[src/rtl/branch_resolve_btb_pkg.sv]
// Shared types and constants for the EX-stage branch unit.
// Branch type codes, BTB entry layout, 2-bit counter states.
package branch_resolve_btb_pkg;

  localparam logic [2:0] B_EQNE = 3'd0;
  localparam logic [2:0] B_LTGE = 3'd1;
  localparam logic [2:0] B_JUMP = 3'd2;
  localparam logic [2:0] B_JREG = 3'd3;

  localparam logic [1:0] SN = 2'b00;
  localparam logic [1:0] WN = 2'b01;
  localparam logic [1:0] WT = 2'b10;
  localparam logic [1:0] ST = 2'b11;

  // tag is kept right-aligned in a full word so the layout
  // does not depend on the BTB depth
  typedef struct packed {
    logic        valid;
    logic [31:0] tag;
    logic [31:0] target;
    logic [1:0]  ctr;
  } btb_entry_t;

  function automatic logic [31:0] pc_tag(
    input logic [31:0] pc,
    input int          idx_w
  );
    return pc >> (idx_w + 2);
  endfunction

  function automatic logic [1:0] ctr_inc(input logic [1:0] c);
    return (c == ST) ? ST : c + 2'd1;
  endfunction

  function automatic logic [1:0] ctr_dec(input logic [1:0] c);
    return (c == SN) ? SN : c - 2'd1;
  endfunction

endpackage

[src/rtl/branch_resolve_btb_if.sv]
// IF lookup, EX resolve and redirect/perf bundle of the
// branch unit; master is the pipeline, slave the unit.
interface branch_resolve_btb_if #(
  parameter int CNT_W = 32
);
  logic [31:0]      lookup_pc;
  logic             lookup_hit;
  logic             lookup_taken;
  logic [31:0]      lookup_target;
  logic             ex_valid;
  logic [31:0]      ex_pc;
  logic [31:0]      ex_instr;
  logic             ex_is_branch;
  logic [2:0]       ex_branch_type;
  logic [31:0]      ex_rs;
  logic [31:0]      ex_rt;
  logic             ex_pred_taken;
  logic [31:0]      ex_pred_target;
  logic             redirect_valid;
  logic [31:0]      redirect_pc;
  logic [CNT_W-1:0] branch_count;
  logic [CNT_W-1:0] mispredict_count;

  modport master (
    output lookup_pc, ex_valid, ex_pc, ex_instr,
    output ex_is_branch, ex_branch_type, ex_rs, ex_rt,
    output ex_pred_taken, ex_pred_target,
    input  lookup_hit, lookup_taken, lookup_target,
    input  redirect_valid, redirect_pc,
    input  branch_count, mispredict_count
  );

  modport slave (
    input  lookup_pc, ex_valid, ex_pc, ex_instr,
    input  ex_is_branch, ex_branch_type, ex_rs, ex_rt,
    input  ex_pred_taken, ex_pred_target,
    output lookup_hit, lookup_taken, lookup_target,
    output redirect_valid, redirect_pc,
    output branch_count, mispredict_count
  );
endinterface

[src/rtl/branch_resolve_btb_outcome.sv]
// Combinational branch outcome: taken flag and taken target.
// Fall-through selection is left to the caller.
module branch_outcome
  import branch_resolve_btb_pkg::*;
(
  input  logic [31:0] ex_pc_i,
  input  logic [31:0] ex_instr_i,
  input  logic        ex_is_branch_i,
  input  logic [2:0]  ex_branch_type_i,
  input  logic [31:0] ex_rs_i,
  input  logic [31:0] ex_rt_i,
  output logic        taken_o,
  output logic [31:0] target_o
);

  logic [31:0] pc4;
  logic [31:0] imm_off;
  logic        rs_zero;
  logic        rs_neg;

  assign pc4     = ex_pc_i + 32'd4;
  assign imm_off = {{14{ex_instr_i[15]}}, ex_instr_i[15:0], 2'b00};
  assign rs_zero = (ex_rs_i == 32'd0);
  assign rs_neg  = ex_rs_i[31];

  // decode condition and target per branch class
  always_comb begin
    taken_o  = 1'b0;
    target_o = pc4 + imm_off;
    if (ex_is_branch_i) begin
      unique case (ex_branch_type_i)
        B_EQNE: begin
          unique case (ex_instr_i[27:26])
            2'b00: taken_o = (ex_rs_i == ex_rt_i);
            2'b01: taken_o = (ex_rs_i != ex_rt_i);
            2'b10: taken_o = rs_neg | rs_zero;
            2'b11: taken_o = ~rs_neg & ~rs_zero;
            default: taken_o = 1'b0;
          endcase
        end
        B_LTGE: taken_o = ex_instr_i[16] ? ~rs_neg : rs_neg;
        B_JUMP: begin
          taken_o  = 1'b1;
          target_o = {pc4[31:28], ex_instr_i[25:0], 2'b00};
        end
        B_JREG: begin
          taken_o  = 1'b1;
          target_o = ex_rs_i;
        end
        default: taken_o = 1'b0;
      endcase
    end
  end

endmodule

[src/rtl/branch_resolve_btb.sv]
// EX branch unit: resolves branches, issues one-cycle redirect
// on mispredict, owns the direct-mapped BTB and perf counters.
module branch_resolve_btb
  import branch_resolve_btb_pkg::*;
#(
  parameter int         BTB_DEPTH  = 16,
  parameter int         CNT_W      = 32,
  parameter logic [1:0] INIT_CTR   = 2'b10,
  parameter int         ENABLE_BTB = 1
) (
  input logic clk,
  input logic rst_n,
  input logic stall_i,
  branch_resolve_btb_if.slave bus
);

  localparam int IDX_W = $clog2(BTB_DEPTH);
  localparam bit EN    = (ENABLE_BTB != 0);

  btb_entry_t       btb_q [BTB_DEPTH];
  logic             redir_v_q, redir_v_d;
  logic [31:0]      redir_pc_q, redir_pc_d;
  logic [CNT_W-1:0] br_cnt_q, br_cnt_d;
  logic [CNT_W-1:0] mp_cnt_q, mp_cnt_d;

  logic             act_taken;
  logic [31:0]      act_target;
  logic             mispredict;
  logic             fire;
  btb_entry_t       lk_ent;
  logic [IDX_W-1:0] ex_idx;
  btb_entry_t       ex_ent;
  logic             ex_hit;
  logic             wr_en;
  btb_entry_t       wr_entry;

  branch_outcome u_outcome (
    .ex_pc_i          (bus.ex_pc),
    .ex_instr_i       (bus.ex_instr),
    .ex_is_branch_i   (bus.ex_is_branch),
    .ex_branch_type_i (bus.ex_branch_type),
    .ex_rs_i          (bus.ex_rs),
    .ex_rt_i          (bus.ex_rt),
    .taken_o          (act_taken),
    .target_o         (act_target)
  );

  assign mispredict = (act_taken != bus.ex_pred_taken) |
                      (act_taken & (act_target != bus.ex_pred_target));
  assign fire = bus.ex_valid & ~stall_i;

  // IF-side lookup reads the array as it stands this cycle
  always_comb begin
    lk_ent = btb_q[bus.lookup_pc[IDX_W+1:2]];
    bus.lookup_hit = EN && lk_ent.valid &&
                     (lk_ent.tag == pc_tag(bus.lookup_pc, IDX_W));
    bus.lookup_taken  = bus.lookup_hit & lk_ent.ctr[1];
    bus.lookup_target = lk_ent.target;
  end

  // BTB write: train on branches, drop entries that aliased
  always_comb begin
    ex_idx   = bus.ex_pc[IDX_W+1:2];
    ex_ent   = btb_q[ex_idx];
    ex_hit   = ex_ent.valid &&
               (ex_ent.tag == pc_tag(bus.ex_pc, IDX_W));
    wr_en    = 1'b0;
    wr_entry = ex_ent;
    if (EN && fire && bus.ex_is_branch) begin
      if (act_taken) begin
        wr_en           = 1'b1;
        wr_entry.target = act_target;
        if (ex_hit) begin
          wr_entry.ctr = ctr_inc(ex_ent.ctr);
        end else begin
          wr_entry.valid = 1'b1;
          wr_entry.tag   = pc_tag(bus.ex_pc, IDX_W);
          wr_entry.ctr   = (bus.ex_branch_type == B_JUMP ||
                            bus.ex_branch_type == B_JREG) ?
                           ST : INIT_CTR;
        end
      end else if (ex_hit) begin
        wr_en        = 1'b1;
        wr_entry.ctr = ctr_dec(ex_ent.ctr);
      end
    end else if (EN && fire && bus.ex_pred_taken && ex_hit) begin
      wr_en          = 1'b1;
      wr_entry.valid = 1'b0;
    end
  end

  // redirect pulse and saturating perf counters, frozen on stall
  always_comb begin
    redir_v_d  = redir_v_q;
    redir_pc_d = redir_pc_q;
    br_cnt_d   = br_cnt_q;
    mp_cnt_d   = mp_cnt_q;
    if (!stall_i) begin
      redir_v_d = bus.ex_valid & mispredict;
      if (bus.ex_valid & mispredict)
        redir_pc_d = act_taken ? act_target : bus.ex_pc + 32'd8;
      if (bus.ex_valid & bus.ex_is_branch & (br_cnt_q != '1))
        br_cnt_d = br_cnt_q + 1'b1;
      if (bus.ex_valid & mispredict & (mp_cnt_q != '1))
        mp_cnt_d = mp_cnt_q + 1'b1;
    end
  end

  // state registers; reset wins over stall
  always_ff @(posedge clk) begin
    if (!rst_n) begin
      redir_v_q  <= 1'b0;
      redir_pc_q <= 32'd0;
      br_cnt_q   <= '0;
      mp_cnt_q   <= '0;
      for (int i = 0; i < BTB_DEPTH; i++)
        btb_q[i] <= '{valid: 1'b0, tag: 32'd0,
                      target: 32'd0, ctr: WN};
    end else begin
      redir_v_q  <= redir_v_d;
      redir_pc_q <= redir_pc_d;
      br_cnt_q   <= br_cnt_d;
      mp_cnt_q   <= mp_cnt_d;
      if (wr_en)
        btb_q[ex_idx] <= wr_entry;
    end
  end

  assign bus.redirect_valid   = redir_v_q;
  assign bus.redirect_pc      = redir_pc_q;
  assign bus.branch_count     = br_cnt_q;
  assign bus.mispredict_count = mp_cnt_q;

endmodule

[src/flat_wrapper.sv]
// flat-port wrapper written by rule: the top's interface ports become plain ports
module branch_resolve_btb_flat import branch_resolve_btb_pkg::*;
#(
  parameter int         BTB_DEPTH  = 16,
  parameter int         CNT_W      = 32,
  parameter logic [1:0] INIT_CTR   = 2'b10,
  parameter int         ENABLE_BTB = 1
)
  (clk, rst_n, stall_i, bus_lookup_pc, bus_ex_valid, bus_ex_pc, bus_ex_instr, bus_ex_is_branch, bus_ex_branch_type, bus_ex_rs, bus_ex_rt, bus_ex_pred_taken, bus_ex_pred_target, bus_lookup_hit, bus_lookup_taken, bus_lookup_target, bus_redirect_valid, bus_redirect_pc, bus_branch_count, bus_mispredict_count);
  branch_resolve_btb_if #(.CNT_W(CNT_W)) bus_i ();
  input logic clk;
  input logic rst_n;
  input logic stall_i;
  input wire logic [$bits(bus_i.lookup_pc)-1:0] bus_lookup_pc;
  input wire logic [$bits(bus_i.ex_valid)-1:0] bus_ex_valid;
  input wire logic [$bits(bus_i.ex_pc)-1:0] bus_ex_pc;
  input wire logic [$bits(bus_i.ex_instr)-1:0] bus_ex_instr;
  input wire logic [$bits(bus_i.ex_is_branch)-1:0] bus_ex_is_branch;
  input wire logic [$bits(bus_i.ex_branch_type)-1:0] bus_ex_branch_type;
  input wire logic [$bits(bus_i.ex_rs)-1:0] bus_ex_rs;
  input wire logic [$bits(bus_i.ex_rt)-1:0] bus_ex_rt;
  input wire logic [$bits(bus_i.ex_pred_taken)-1:0] bus_ex_pred_taken;
  input wire logic [$bits(bus_i.ex_pred_target)-1:0] bus_ex_pred_target;
  output wire logic [$bits(bus_i.lookup_hit)-1:0] bus_lookup_hit;
  output wire logic [$bits(bus_i.lookup_taken)-1:0] bus_lookup_taken;
  output wire logic [$bits(bus_i.lookup_target)-1:0] bus_lookup_target;
  output wire logic [$bits(bus_i.redirect_valid)-1:0] bus_redirect_valid;
  output wire logic [$bits(bus_i.redirect_pc)-1:0] bus_redirect_pc;
  output wire logic [$bits(bus_i.branch_count)-1:0] bus_branch_count;
  output wire logic [$bits(bus_i.mispredict_count)-1:0] bus_mispredict_count;
  assign bus_i.lookup_pc = bus_lookup_pc;
  assign bus_i.ex_valid = bus_ex_valid;
  assign bus_i.ex_pc = bus_ex_pc;
  assign bus_i.ex_instr = bus_ex_instr;
  assign bus_i.ex_is_branch = bus_ex_is_branch;
  assign bus_i.ex_branch_type = bus_ex_branch_type;
  assign bus_i.ex_rs = bus_ex_rs;
  assign bus_i.ex_rt = bus_ex_rt;
  assign bus_i.ex_pred_taken = bus_ex_pred_taken;
  assign bus_i.ex_pred_target = bus_ex_pred_target;
  assign bus_lookup_hit = bus_i.lookup_hit;
  assign bus_lookup_taken = bus_i.lookup_taken;
  assign bus_lookup_target = bus_i.lookup_target;
  assign bus_redirect_valid = bus_i.redirect_valid;
  assign bus_redirect_pc = bus_i.redirect_pc;
  assign bus_branch_count = bus_i.branch_count;
  assign bus_mispredict_count = bus_i.mispredict_count;
  branch_resolve_btb #(.BTB_DEPTH(BTB_DEPTH), .CNT_W(CNT_W), .INIT_CTR(INIT_CTR), .ENABLE_BTB(ENABLE_BTB)) u_core (.clk(clk), .rst_n(rst_n), .stall_i(stall_i), .bus(bus_i));
endmodule
[config.mk]
export PLATFORM = sky130hd
export DESIGN_NAME = branch_resolve_btb_flat
export DESIGN_NICKNAME = d
export VERILOG_FILES = /design/src/rtl/branch_resolve_btb_pkg.sv /design/src/rtl/branch_resolve_btb_if.sv /design/src/rtl/branch_resolve_btb_outcome.sv /design/src/rtl/branch_resolve_btb.sv /design/src/flat_wrapper.sv
export SDC_FILE = /design/constraint.sdc
export NUM_CORES = 2
export LEC_CHECK = 0
export BUFFER_PORTS_ARGS = -buffer_cell sky130_fd_sc_hd__clkbuf_2
export CAP_MARGIN = 20
export CORE_UTILIZATION = 45
export DETAILED_ROUTE_END_ITERATION = 16
export PLACE_DENSITY = 0.72
export SYNTH_ARGS = -nofsm -noshare
export SYNTH_HDL_FRONTEND = slang
export SYNTH_SLANG_ARGS = --single-unit
[constraint.sdc]
create_clock -name clk -period 7.8 [get_ports clk]
set_input_delay 1.17 -clock clk [delete_from_list [all_inputs] [get_ports clk]]
set_output_delay 1.17 -clock clk [all_outputs]
set_load 0.005 [all_outputs]
Word level (Yosys, flattened, before mapping) --
Memories as Yosys holds them, arrays and structs flattened. Index checks and enable logic that the tools add are counted.
Storage, ports and cells: register bits after elaboration 97, bits in latches 0, bits in writable memories 1072, bits in read-only memories 0, output and inout bits 131, memories kept 1
Cells by class: add/subtract/negate cells 7, multiply operators 0, div/mod/pow operators 0, $lt $le $gt $ge 0, eq/ne operators 15, shift-type cells 0, muxes and demuxes 29, bitwise operators 13, reductions and logical operators 15
Memories:
- u_core.btb_q | words 16, width 67, rd ports 2, clocked after Yosys merged registers in 0, write ports 16, line branch_resolve_btb.sv:20 | btb_entry_t btb_q [BTB_DEPTH];
Operators with widths (number):
- $mux W67 | 1
- $reduce_or A67 Y1 | 1
- $mux W66 | 1
- $mux W65 | 1
- $add A32 B1 Y32 const B | 2
- $eq A32 B26 Y1 | 2
- $mux W32 | 2
- $ne A32 B32 Y1 | 2
- $ne A32 B32 Y1 const B | 2
- $pmux W32 S2 | 1
- $mux W33 | 1
- $add A32 B3 Y32 const B | 1
- $add A32 B32 Y32 | 1
- $add A32 B4 Y32 const B | 1
- $eq A32 B32 Y1 | 1
- $logic_not A32 Y1 | 1
- $mux W1 | 14
- $mux W2 | 5
- $and A1 B1 Y1 | 8
- $eq A2 B2 Y1 const B | 3
- $eq A3 B2 Y1 const B | 2
- $reduce_and A2 Y1 | 3
- $logic_and A1 B1 Y1 | 5
- $logic_not A2 Y1 | 2
- other kinds (13) | 16

Depth between registers and ports, before layout --
depth in word-level cells 13, depth in mapped cells 27, depth with buffers taken out 24

Hierarchy --
From an unflattened synthesis, not the netlist that was laid out.
Unflattened totals: cell total of the unflattened synthesis 4703, area, all modules 63243.2 sq um
Modules (own cells, without submodules):
- branch_resolve_btb | instances 1, cells an instance 4213, area an instance 59814.9 sq um
- branch_outcome | instances 1, cells an instance 490, area an instance 3428.3 sq um

Worst setup path before layout --
OpenSTA, ideal clock, no wires.
path type input port to flip-flop, start input bus_ex_pc[2], end memory u_core.btb_q[12][0] (netlist bit) (enable), setup time 0.427 ns, arrival 5.917 ns, data required time 7.373 ns, setup slack 1.456 ns, stages 16, cells stage by stage buf_2 > buf_2 > buf_2 > mux4_2 > mux4_2 > xnor2_1 > nand4_1 > nor2_1 > nand3_2 > nand2_1 > nand2_1 > o21ai_2 > buf_2 > nand4_1 > clkbuf_1 > nand2_1
RTL lines:
- start: declaration | line flat_wrapper.sv:16 | input wire logic [$bits(bus_i.ex_pc)-1:0] bus_ex_pc;
- end: declaration | line branch_resolve_btb.sv:20

Final worst setup path --
start input bus_ex_pc[4], end register u_core.mp_cnt_q[24], in the netlist u_core.bus.mispredict_count[24]
On the way: cells in the longest elaborated chain, start to end 10
Ends and longest elaborated chain:
- $add A32 B3 Y32 (*) | line branch_resolve_btb_outcome.sv:21 | assign pc4 = ex_pc_i + 32'd4;
- $add A32 B32 Y32 | line branch_resolve_btb_outcome.sv:29 | target_o = pc4 + imm_off;
- $pmux W32 S2 | line branch_resolve_btb_outcome.sv:31 | unique case (ex_branch_type_i)
- $mux W32 (*) | line branch_resolve_btb_outcome.sv:30 | if (ex_is_branch_i) begin
- $ne A32 B32 Y1 (*) | line branch_resolve_btb.sv:49 | (act_taken & (act_target != bus.ex_pred_target));
- $and A1 B1 Y1 (*) | line branch_resolve_btb.sv:49
- $or A1 B1 Y1 (*) | line branch_resolve_btb.sv:48 | assign mispredict = (act_taken != bus.ex_pred_taken) |
- $and A1 B1 Y1 (*) (2 in series) | line branch_resolve_btb.sv:104 | if (bus.ex_valid & mispredict & (mp_cnt_q != '1))
- $reduce_and A2 Y1 (no line) (*)
- end signal: assignment | line branch_resolve_btb.sv:123 | mp_cnt_q <= mp_cnt_d;
- end: declaration | line branch_resolve_btb.sv:24 | logic [CNT_W-1:0] mp_cnt_q, mp_cnt_d;
Mark *: on every way between the ends. The rest lies on a longest branch, timed or not. A chain may end at the register's enable or synchronous reset.

==> metrics.yaml <==
hold_path:
  worstHoldEndpoint: "u_core.bus.redirect_valid"
  worstHoldPathType: "reg -> reg"
  holdPathStages: 2
  hold_start: "u_core.bus.redirect_valid"
floorplan:
  die_h_um: 376
  initial_core_util_pct: 45.5
  fp.coreArea_um2: 138000
  die_x_um: 376
  ios: 332
  num_rows: 136
  dieArea_um2: 141000
yosys:
  ys.flop_type: "edfxtp_1"
  async_flop_share_pct: 0
  synth_area_um2: 62800
  yosysSeqAreaShare_pct: 54.4
  synth_area_leaders: "edfxtp_1 (51%), mux4_2 (22%), nor2_1 (6.7%)"
  synth_warnings: 0
  synth_seq_cells: 1169
  yosysUniqueCellTypes: 85
  synth_largest_area_cell: "edfxtp_1"
  synth_edf_count: 1072
  syn_inst: 4641
  syn_avg_cell_area_um2: 13.5
  synth_top_area_share_pct: 51.3
global_route:
  grt_pass1_vias: 44900
  grt_pass1_wl_mm: 310
  overflow: 0
  antenna_found_initial: 18
  grt_max_degree: 142
  grt_use_total_pct: 30.7
route:
  drt_iter0_markers: 6988
  drt-vias-per-instance: 6.58
  wl_per_cell_um: 31.6
  ant_nets: 0
  num_vias: 45800
  route.met2.wl_mm: 102
  drtPass1Iterations: 6
  drc_errors: 0
  topRoutingLayerUsed: "met5"
  wl_mm: 219
  met1_length_mm: 70.5
  met3_length_mm: 30.1
timing:
  setup_violations: 0
  period_minus_slack_ns: 6.70
  grt_setup_unrepaired: "false"
  setup_tns_ns: 0
  relSlewSlack_pct: 26.0
  worst_pin_slew_ns: 1.11
  period_share_pct: 85.9
  skew_ns: 0.0656
  hold_viol: 0
  whs_ns: 0.458
  layout_setup_ws_ns: 1.10
  fmax_mhz: 149
  slew_viol_final: 0
pwr:
  intPower_mw: 11.3
  power.clock.fraction_pct: 38.3
  power_density_nw_per_um2: 212
  power_mw: 15.3
  combPwrFrac_pct: 14.9
  p_sw_share_pct: 26.3
  netSwitchingPower_mw: 4.02
  seqPwrFrac_pct: 46.9
  power_leakage_nw: 25.2
  vdd_ir_drop_max_uv: 192
placement:
  place.gp.congestion: 1.01
  dp_hpwl_mm: 136
  post-place-ws_ns: 0.566
  placedCellCount: 6719
  placed_area_um2: 68000
  io_buffers: 325
finish:
  nNetsFinal: 5216
  utilization_pct: 52.1
  stdcell_area_um2: 72000
  drive_gt1_share_pct: 27.3
  area_growth_pct: 14.6
  stdcell_count: 6951
run:
  maxCapViolations: 0
clocking:
  hold_buffers: 0
  cts_resized: 0
  cts_buffer_depth: 3
  clock_latency_ns: 0.79
  cts_tree: "built"
  root_buffer: "clkbuf_16"
  clk_pin_slew_ns: 0.06
  cts_sinks: 1169
  ctsHtreeMaxLevel: 3
  numCtsBuffers: 115
  post_cts_buffers: 0
worst_setup_path:
  slowest_delay_ns: 0.74
  ff2ff_path_depth: 10
  crit_arrival_ns: 7.31
  critPathKind: "in -> reg"
  crit_path_end_kind: "flip-flop"
  start_kind: "input port"
  critPathTopFamily: "simple AND/OR/NAND/NOR gates"
  path_max_fanout: 33
  regToRegSetupSlack_ns: 2.59
  path_buf_inv: 2
  crit_required_ns: 8.42
  rr_endpoint: "u_core.btb_q[3][22]"
  crit_path_top_delay_cell: "o21ai_0"
  reg2reg_from: "u_core.btb_q[12][40]"
outcome:
  status: "completed"
## sequential cells by signal, indices dropped and copies added, names as in the netlist
| register | cells |
|---|---|
| u_core.btb_q | 1072 |
| u_core.bus.branch_count | 32 |
| u_core.bus.mispredict_count | 32 |
| u_core.bus.redirect_pc | 32 |
| u_core.bus.redirect_valid | 1 |
## cell usage in the layout, fill, tap and decap left out, types with 16 or more instances in the layout
cell,count
nor2_1,1122
edfxtp_1,1072
mux4_2,610
clkbuf_2,317
nand2_1,170
buf_4,149
xnor2_1,122
clkbuf_16,115
a21oi_1,112
dfxtp_1,97
conb_1,96
xor2_1,89
mux2i_1,88
nand4_1,80
o21ai_0,75
nand3_1,68
buf_12,61
nand2b_1,51
nor3_1,41
ha_1,40
nor4_1,36
clkinv_2,27
o211ai_1,24
o31ai_1,24
clkinv_1,22
and3_1,20
or3_1,20
inv_1,18
bufinv_16,17
clkbuf_1,17
or4_1,16
nand2_4,16
## metal layers
layer / GRT usage (%) / vias to the layer above
met4: 20.3 / 10
met5: 0 / -
met1: 36.5 / 22900
met2: 48.5 / 3776
li1: - / 18400
met3: 8.88 / 754
## synth_stat cells (all sizes together) (6+ instances only)
master      n
clkbuf    303
a21boi      7
mux2i      88
nor3b       9
or4        16
xnor2     122
nor2     1123
o2111ai    12
a31oi       9
a21oi     112
edfxtp   1072
mux2        9
nor2b      12
and4       11
a311oi      6
nand3      70
o21ai      78
and2       15
a21o        9
dfxtp      97
xor2       89
o211ai     24
mux4      610
nor4       39
nor3       45
o31ai      25
nand2b     51
nand4      81
or3        20
and3       20
a2111oi     6
ha         40
or2         8
nand2     189
a211oi     13
o21a        6
inv        21
buf       108
## worst reg2reg max path, delay by kind of cell (launching register included)
family	cells	cell delay [ns]
flip-flops	1	0.42
AND/OR/NAND/NOR	5	2.10
multiplexers	2	0.98
AO/OA/AOI/OAI	1	0.56
XOR/XNOR	1	0.48
buffers and inverters	1	0.29
## cells by family after synthesis
kind of cell | Yosys count | synth area share, %
fa+ha+maj | 41 | 0.829
mux | 707 | 23.4
xor+xnor | 211 | 2.94
buf+inv | 432 | 2.80
compound gates | 358 | 3.68
simple gates | 1722 | 12.0
other cells | 1 | 0.00597
flops | 1169 | 54.4
## layout make-up
| class | instances | area (µm²) |
|---|---|---|
| fillers | 11200 | 66000 |
| flip-flops and latches | 1169 | 34100 |
| multi-input cells | 3135 | 27400 |
| repair buffers | 532 | 4000 |
| clock buffers | 136 | 3000 |
| well taps | 1863 | 2330 |
| clock inverters | 84 | 967 |
| inverters | 21 | 83.8 |
| diodes | 11 | 27.5 |
## how the worst max path moves through the flow
stage / startpoint / to / slack [ns] / cells past startpoint
global placement: bus_ex_pc[4] / u_core.bus.mispredict_count[14] / 0.63 / 26
finish: bus_ex_pc[4] / u_core.bus.mispredict_count[24] / 1.10 / 26
CTS: bus_ex_pc[4] / u_core.bus.mispredict_count[14] / 1.37 / 26
global route: bus_ex_pc[4] / u_core.bus.mispredict_count[10] / 0.74 / 26
detailed placement: bus_ex_pc[4] / u_core.bus.mispredict_count[14] / 0.57 / 26
floorplan: bus_ex_pc[2] / u_core.btb_q[12][0] / 1.46 / 16
## power groups by stage
stage | clock network (mW) | logic [mW] | registers (mW)
global route | 6.08 | 2.35 | 7.18
detailed placement | 0 | 2.21 | 7.28
CTS | 5.87 | 2.22 | 7.15
global placement | 0 | 2.19 | 7.26
floorplan | 0 | 1.32 | 7.26
finish | 5.85 | 2.27 | 7.16
Power figures use the tool's default switching activity.
